File: config.mk
export PLATFORM = sky130hd
export DESIGN_NAME = serial_subtractor
export DESIGN_NICKNAME = d
export VERILOG_FILES = /design/src/rtl/serial_subtractor.sv
export SDC_FILE = /design/constraint.sdc
export NUM_CORES = 1
export LEC_CHECK = 0
export BUFFER_PORTS_ARGS = -buffer_cell sky130_fd_sc_hd__clkbuf_2
export CAP_MARGIN = 15
export CORE_MARGIN = 3
export CORE_UTILIZATION = 56
export CTS_BUF_LIST = sky130_fd_sc_hd__clkbuf_8
export DETAILED_ROUTE_END_ITERATION = 10
export PLACE_DENSITY = 0.84
export SLEW_MARGIN = 20
export SYNTH_ARGS = -nofsm -noshare
export SYNTH_HDL_FRONTEND = slang
export SYNTH_SLANG_ARGS = --single-unit
File: constraint.sdc
create_clock -name clk -period 4.3 [get_ports clk]
set_input_delay 0.215 -clock clk [delete_from_list [all_inputs] [get_ports clk]]
set_output_delay 0.215 -clock clk [all_outputs]
set_load 0.02 [all_outputs]
File: src/rtl/serial_subtractor.sv
// Multi-cycle subtractor: Y = A - B - B_in, resolved CHUNK bits per cycle with a rippling borrow.
// Define SUBTRACTOR_FLAGS_EN to add the zero/neg/ovf result flags.
module serial_subtractor #(
  parameter int n     = 32,
  parameter int CHUNK = 8
) (
  input  logic         clk,
  input  logic         rst_n,
  input  logic         in_valid,
  output logic         in_ready,
  input  logic [n-1:0] A,
  input  logic [n-1:0] B,
  input  logic         B_in,
  output logic         out_valid,
  input  logic         out_ready,
  output logic [n-1:0] Y,
  output logic         B_out,
`ifdef SUBTRACTOR_FLAGS_EN
  output logic         zero,
  output logic         neg,
  output logic         ovf,
`endif
  output logic [1:0]   dbg_state
);

  // Handshake: a transfer happens on a rising edge where valid && ready; the
  // input side is ready only in IDLE, the result is offered only in DONE and
  // held stable until out_ready is seen.

  localparam int NCH  = n / CHUNK;
  localparam int IDXW = (NCH > 1) ? $clog2(NCH) : 1;
  localparam logic [IDXW-1:0] LAST = IDXW'(NCH - 1);

  typedef enum logic [1:0] {
    IDLE = 2'd0,
    BUSY = 2'd1,
    DONE = 2'd2
  } state_t;

  state_t state_q, state_d;

  logic [n-1:0]    a_q, b_q, y_q;
  logic            borrow_q, b_out_q;
  logic [IDXW-1:0] idx_q;
  logic [CHUNK-1:0] a_chunk, b_chunk;
  logic [CHUNK:0]   diff;

  always_ff @(posedge clk or negedge rst_n) begin
    if (!rst_n) state_q <= IDLE;
    else        state_q <= state_d;
  end

  always_comb begin
    state_d = state_q;
    case (state_q)
      IDLE:    if (in_valid)      state_d = BUSY;
      BUSY:    if (idx_q == LAST) state_d = DONE;
      DONE:    if (out_ready)     state_d = IDLE;
      default:                    state_d = IDLE;
    endcase
  end

  always_comb begin
    in_ready  = (state_q == IDLE);
    out_valid = (state_q == DONE);
    dbg_state = state_q;
  end

  // One chunk per BUSY cycle; the extra top bit of diff is the outgoing borrow.
  always_comb begin
    a_chunk = a_q[idx_q*CHUNK +: CHUNK];
    b_chunk = b_q[idx_q*CHUNK +: CHUNK];
    diff    = {1'b0, a_chunk} - {1'b0, b_chunk} - {{CHUNK{1'b0}}, borrow_q};
  end

  always_ff @(posedge clk or negedge rst_n) begin
    if (!rst_n) begin
      a_q      <= '0;
      b_q      <= '0;
      y_q      <= '0;
      borrow_q <= 1'b0;
      b_out_q  <= 1'b0;
      idx_q    <= '0;
    end else begin
      case (state_q)
        IDLE: begin
          if (in_valid) begin
            a_q      <= A;
            b_q      <= B;
            borrow_q <= B_in;
            idx_q    <= '0;
          end
        end
        BUSY: begin
          y_q[idx_q*CHUNK +: CHUNK] <= diff[CHUNK-1:0];
          borrow_q <= diff[CHUNK];
          if (idx_q == LAST) begin
            b_out_q <= diff[CHUNK];
            idx_q   <= '0;
          end else begin
            idx_q <= idx_q + 1'b1;
          end
        end
        default: ;
      endcase
    end
  end

  assign Y     = y_q;
  assign B_out = b_out_q;

`ifdef SUBTRACTOR_FLAGS_EN
  // Flags are qualified by out_valid so they read 0 out of reset and while busy.
  assign zero = out_valid && (y_q == '0);
  assign neg  = out_valid && y_q[n-1];
  assign ovf  = out_valid && (a_q[n-1] != b_q[n-1]) && (y_q[n-1] != a_q[n-1]);
`endif

endmodule
### Yosys cells after proc, flatten, opt, wreduce, memory -nomap -nowiden

Index checks and enable logic that the tools add are counted.

* logic and storage cells: 37
* input port bits: 69
* register bits: 102
* output and inout port bits: 37

* mux-type cells: 10
* $add $sub $neg: 4
* reduce and logical (&&, ||, !) cells: 6
* eq/ne operators: 6
* shift-type cells: 4

Operator list (number)
* variable part select 32 x 6 -> 8 bit: 2
* negation 5 -> 34 bit: 1
* variable shift 8 x 34 -> 32 bit (first input constant): 1
* variable part select 8 x 34 -> 32 bit: 1
* bitwise mux 32 bit: 1
* two-way mux 2 bit: 5
* subtractor 8 x 8 -> 9 bit: 1
* subtractor 9 x 1 -> 9 bit: 1
* one-hot mux 2 bit (3 select lines): 1
* AND reduction 2 bit: 3
* == test 2 bit (second input constant): 2
* inequality test 2 bit (second input constant): 2
* one-hot mux 2 bit (2 select lines): 1
* AND reduction 3 bit: 1
* adder 2 x 1 -> 2 bit (second input constant): 1
* == test 2 x 1 -> 1 bit (second input constant): 1
* logical NOT 2 bit: 1
* inequality test 2 x 1 -> 1 bit (second input constant): 1
* one-hot mux 1 bit (2 select lines): 1
* nonzero test 2 bit: 1
* two-way mux 1 bit: 1

### Longest topological paths before layout

* word-level depth: 5
* depth in mapped cells: 11
* gate-level depth less buffers: 9

### Least setup slack after synthesis

Ideal clock, no wire load.

* path type: reg-to-reg
* start point: register idx_q[0]
* end point: register y_q[15], in the netlist Y[15]
* arrival time: 3.237 ns
* buffers on the path: 2
* clock period less this slack: 3.333 ns
* setup slack: 0.967 ns
* stages on the path, launching flop included: 11
* library setup time: 0.095 ns
* required time: 4.205 ns
* cells stage by stage: dfrtp_1 buf_2 buf_2 mux4_2 ha_1 inv_1 ha_1 or4_1 a211o_1 and3_4 o31ai_1

* cells in the longest elaborated chain, start to end: 5
* elaborated cells on any way between the ends: 8
* those cells by class: add/sub (3); shift (4); mux (1)

RTL lines
* start: declaration: line 44 `logic [IDXW-1:0] idx_q;`
* start signal: assignment: line 101 `idx_q <= idx_q + 1'b1;`
* variable part select 32 x 6 -> 8 bit, on equally long branches: line 71, 72
* subtractor 8 x 8 -> 9 bit: line 73 `diff = {1'b0, a_chunk} - {1'b0, b_chunk} - {{CHUNK{1'b0}}, borrow_q};`
* subtractor 9 x 1 -> 9 bit: line 73
* variable part select 8 x 34 -> 32 bit: line 95 `y_q[idx_q*CHUNK +: CHUNK] <= diff[CHUNK-1:0];`
* bitwise mux 32 bit (*): line 95
* end signal: indexed assignment: line 95
* end: declaration: line 42 `logic [n-1:0] a_q, b_q, y_q;`

Every way passes the cells marked *; elsewhere a longest branch is shown, timed or not.
A chain may end at the register's enable or synchronous reset.

### Final worst setup path

* start point: register idx_q[1]
* end point: register y_q[7], in the netlist Y[7]

Same word-level chain as after synthesis.

==> results.yml <==
status:
  status: "completed"
sta:
  fmax_ghz: 0.298
  hold_violations: 0
  period_minus_slack_ps: 3360
  setup_tns_ps: 0
  worst_slew_pin_slew_ps: 889
  setup_viol_count_final: 0
  rsz0062_at_grt: "false"
  post-route-period-util_pct: 78.1
  skew_ps: 12.8
  maxSlewHeadroom_pct: 40.7
  finalMaxSlewViolations: 0
yosys:
  synth_compound_area_share_pct: 8.69
  syn_area_per_cell_um2: 9.81
  synthXorXnorAreaFrac_pct: 0.714
  yosysSeqAreaShare_pct: 52.0
  yosys-mux-area-fraction_pct: 7.96
  synth_area_um2: 4910
  synth-adder-area-share_pct: 5.41
  syn_inst: 500
  yosys.area_share.simple_pct: 21.5
  yosys_warnings: 0
  synth_nets: 589
  synth_top_family_by_area: "simple AND/OR/NAND/NOR gates"
  yosys.cell_types.count: 39
  ys_ff_latch: 102
setup_path:
  cp-end-kind: "flip-flop"
  crit_path_frequent_cell: "ha_1"
  crit_path_top_delay_cell: "dfrtp_1"
  cp_max_fo: 20
  critical_path.cell_chain: "mux4_2 > ha_1 > inv_1 > ha_1 > or4_1 > a211o_1 > a21oi_1 > o31ai_1"
  cp.arrival_ps: 3600
  cp.required_ps: 4540
  setup.worst_path.start_class: "flip-flop"
  crit_type: "flip-flop to flip-flop"
  ff2ff_path_depth: 8
  cpPeakStageDelay_ps: 930
routing:
  drc_errors: 0
  final_antenna_net_count: 0
  viasPerCell: 5.55
  first_pass_iters: 5
  wl_um: 11000
  drt-initial-drc-count: 212
  routedWlPerCell_um: 15.6
  num_vias: 3921
job:
  cap_violations: 0
grt:
  grt_pass1_vias: 3832
  overflow: 0
  use_met3_pct: 2.88
  grt_pass1_wl_um: 18500
  grtUsageMet1_pct: 33.8
  antenna_found_initial: 0
  grt.busiest_layer: "met2"
  grtUsageTotal_pct: 23.2
  grt_max_degree: 68
  grt_use_met2_pct: 37.2
cts:
  htreeDepth: 3
  path_clk_slew_ps: 100
  cts_tree: "built"
  cts-root-buf: "clkbuf_8"
  clock_sinks: 102
  clk_latency_ps: 370
  cts_buffers: 9
  postCtsSetupBuffers: 0
  cts_buffer_depth: 2
placement:
  globalplace.congestion: 0.891
  hpwl_um: 8150
  numPortBuffers: 105
worst_hold_path:
  hold_class: "input pin to flip-flop"
  hold_path_depth: 3
cells_and_area:
  nets: 686
  drive_gt1_share_pct: 25.4
  area_growth_pct: 16.1
  antenna_cells: 0
  fillerInstances: 663
die:
  die_area_um2: 9920
  core_um2: 8380
  start_util_pct: 58.5
  die_w_um: 99.6
  num_io_pins: 106
  die_h_um: 99.6
  row_count: 33
-- cell type report --
cell class                 instances  area (um2)  share of cell area (%)
sequential                       102        2550                    44.8
clock buffer                      10         138                    2.42
inverter                          24        90.1                    1.58
clock inverter                     6        45.0                   0.791
timing repair buffer             110         568                    9.97
tap                              105         131                    2.31
multi-input combinational        350        2170                    38.1
-- sequential cells by signal, indices dropped and copies added, names as in the netlist --
name,cells
B_out,1
Y,32
a_q,32
b_q,32
borrow_q,1
dbg_state,2
idx_q,2
-- worst paths after layout --
kind / end / slack [ps] / startpoint
hold reg to reg: b_q[16]$_DFFE_PN0P_ / 480 / b_q[16]$_DFFE_PN0P_
hold / removal: a_q[31]$_DFFE_PN0P_ / 30 / A[31]
max in group asynchronous: idx_q[0]$_DFFE_PN0P_ / 2830 / rst_n
setup / recovery: Y[7]$_DFFE_PN0P_ / 940 / idx_q[1]$_DFFE_PN0P_
min in group asynchronous: b_q[6]$_DFFE_PN0P_ / 460 / rst_n
setup reg to reg: Y[7]$_DFFE_PN0P_ / 940 / idx_q[1]$_DFFE_PN0P_
-- synthesized netlist by cell type (all sizes together) --
library cell | number | share of area [%]
a211o | 2 | 0.36
nand2b | 4 | 0.51
buf | 4 | 0.38
nor2 | 9 | 0.69
nor2b | 1 | 0.13
nand3 | 5 | 0.51
a31oi | 1 | 0.13
a22o | 20 | 3.6
o211ai | 2 | 0.31
a21o | 1 | 0.15
inv | 24 | 1.8
ha | 18 | 4.6
or3b | 4 | 0.71
or2 | 4 | 0.51
dfrtp | 102 | 52
mux4 | 16 | 7.3
fa | 2 | 0.82
o22ai | 1 | 0.13
and2 | 2 | 0.25
a21oi | 4 | 0.41
o21ai | 9 | 0.92
a2111oi | 4 | 1.1
nor3b | 1 | 0.15
mux2i | 3 | 0.61
and3 | 2 | 0.36
o31ai | 5 | 0.76
or3 | 1 | 0.13
a32oi | 4 | 0.71
nor3 | 6 | 0.61
nand2 | 207 | 16
clkbuf | 20 | 1.5
xnor2 | 3 | 0.54
a211oi | 1 | 0.15
xor2 | 1 | 0.18
nand3b | 5 | 0.76
or4 | 2 | 0.31
-- repair_timing --
| action | 4_1_cts | 5_1_grt |
|---|---|---|
| gates resized for setup | 0 | 0 |
| hold buffers | 1 | 0 |
| hold endpoints to repair | 61 | 0 |
-- worst max-delay path: cells and delay by family (launching register included) --
kind	cells	cell delay, ps
DFF	1	930
AOI/OAI and AO/OA	3	740
adders and majority gates	2	550
and+or+nand+nor	1	540
muxes	1	410
buffers and inverters	1	40
-- layout by cell type (no fill, tap or decap), types with 2 or more instances in the layout --
master,instances
nand2b_1,4
nand2_1,207
fa_1,2
or3b_2,4
dfrtp_1,101
mux2i_1,3
xnor2_1,3
or2_2,4
o211ai_1,2
clkbuf_8,10
mux4_2,16
a22o_1,20
nor3_1,6
ha_1,18
inv_1,24
o31ai_1,5
buf_4,5
a32oi_1,4
a211o_1,2
clkinv_2,2
a2111oi_0,3
nor2_1,9
nand3b_1,5
clkinvlp_4,2
nand3_1,5
clkbuf_2,104
or4_1,2
o21ai_0,9
a21oi_1,4
-- cell families (layout without fill, tap and decap cells) --
kind of cell    after synthesis  count (layout)
flops                       102             102
simple gates                253             253
fa+ha+maj                    20              20
buf+inv                      48             150
xor+xnor                      4               4
mux                          19              19
compound gates               54              54
-- through the flow --
stage | hold slack, ps | cell area [um2] | worst slack [ps] | cells | utilization (%)
global route | 32.4 | 5700 | 711 | 707 | 68.0
floorplan | -80.6 | 4910 | 967 | 500 | -
global placement | 318 | 5500 | 732 | 690 | 65.7
detailed placement | 332 | 5500 | 621 | 690 | 65.7
CTS | 26.9 | 5700 | 603 | 707 | 68.0
finish | 25.8 | 5700 | 940 | 707 | 68.0
-- routing by layer --
layer,wire (um),vias to the layer above
met2,5300,138
met5,0,-
met1,4850,1908
met3,737,15
li1,-,1860
met4,144,0
Power is not shown: default switching activity piles up to over one toggle a cycle in this logic, so the estimate is an artifact.
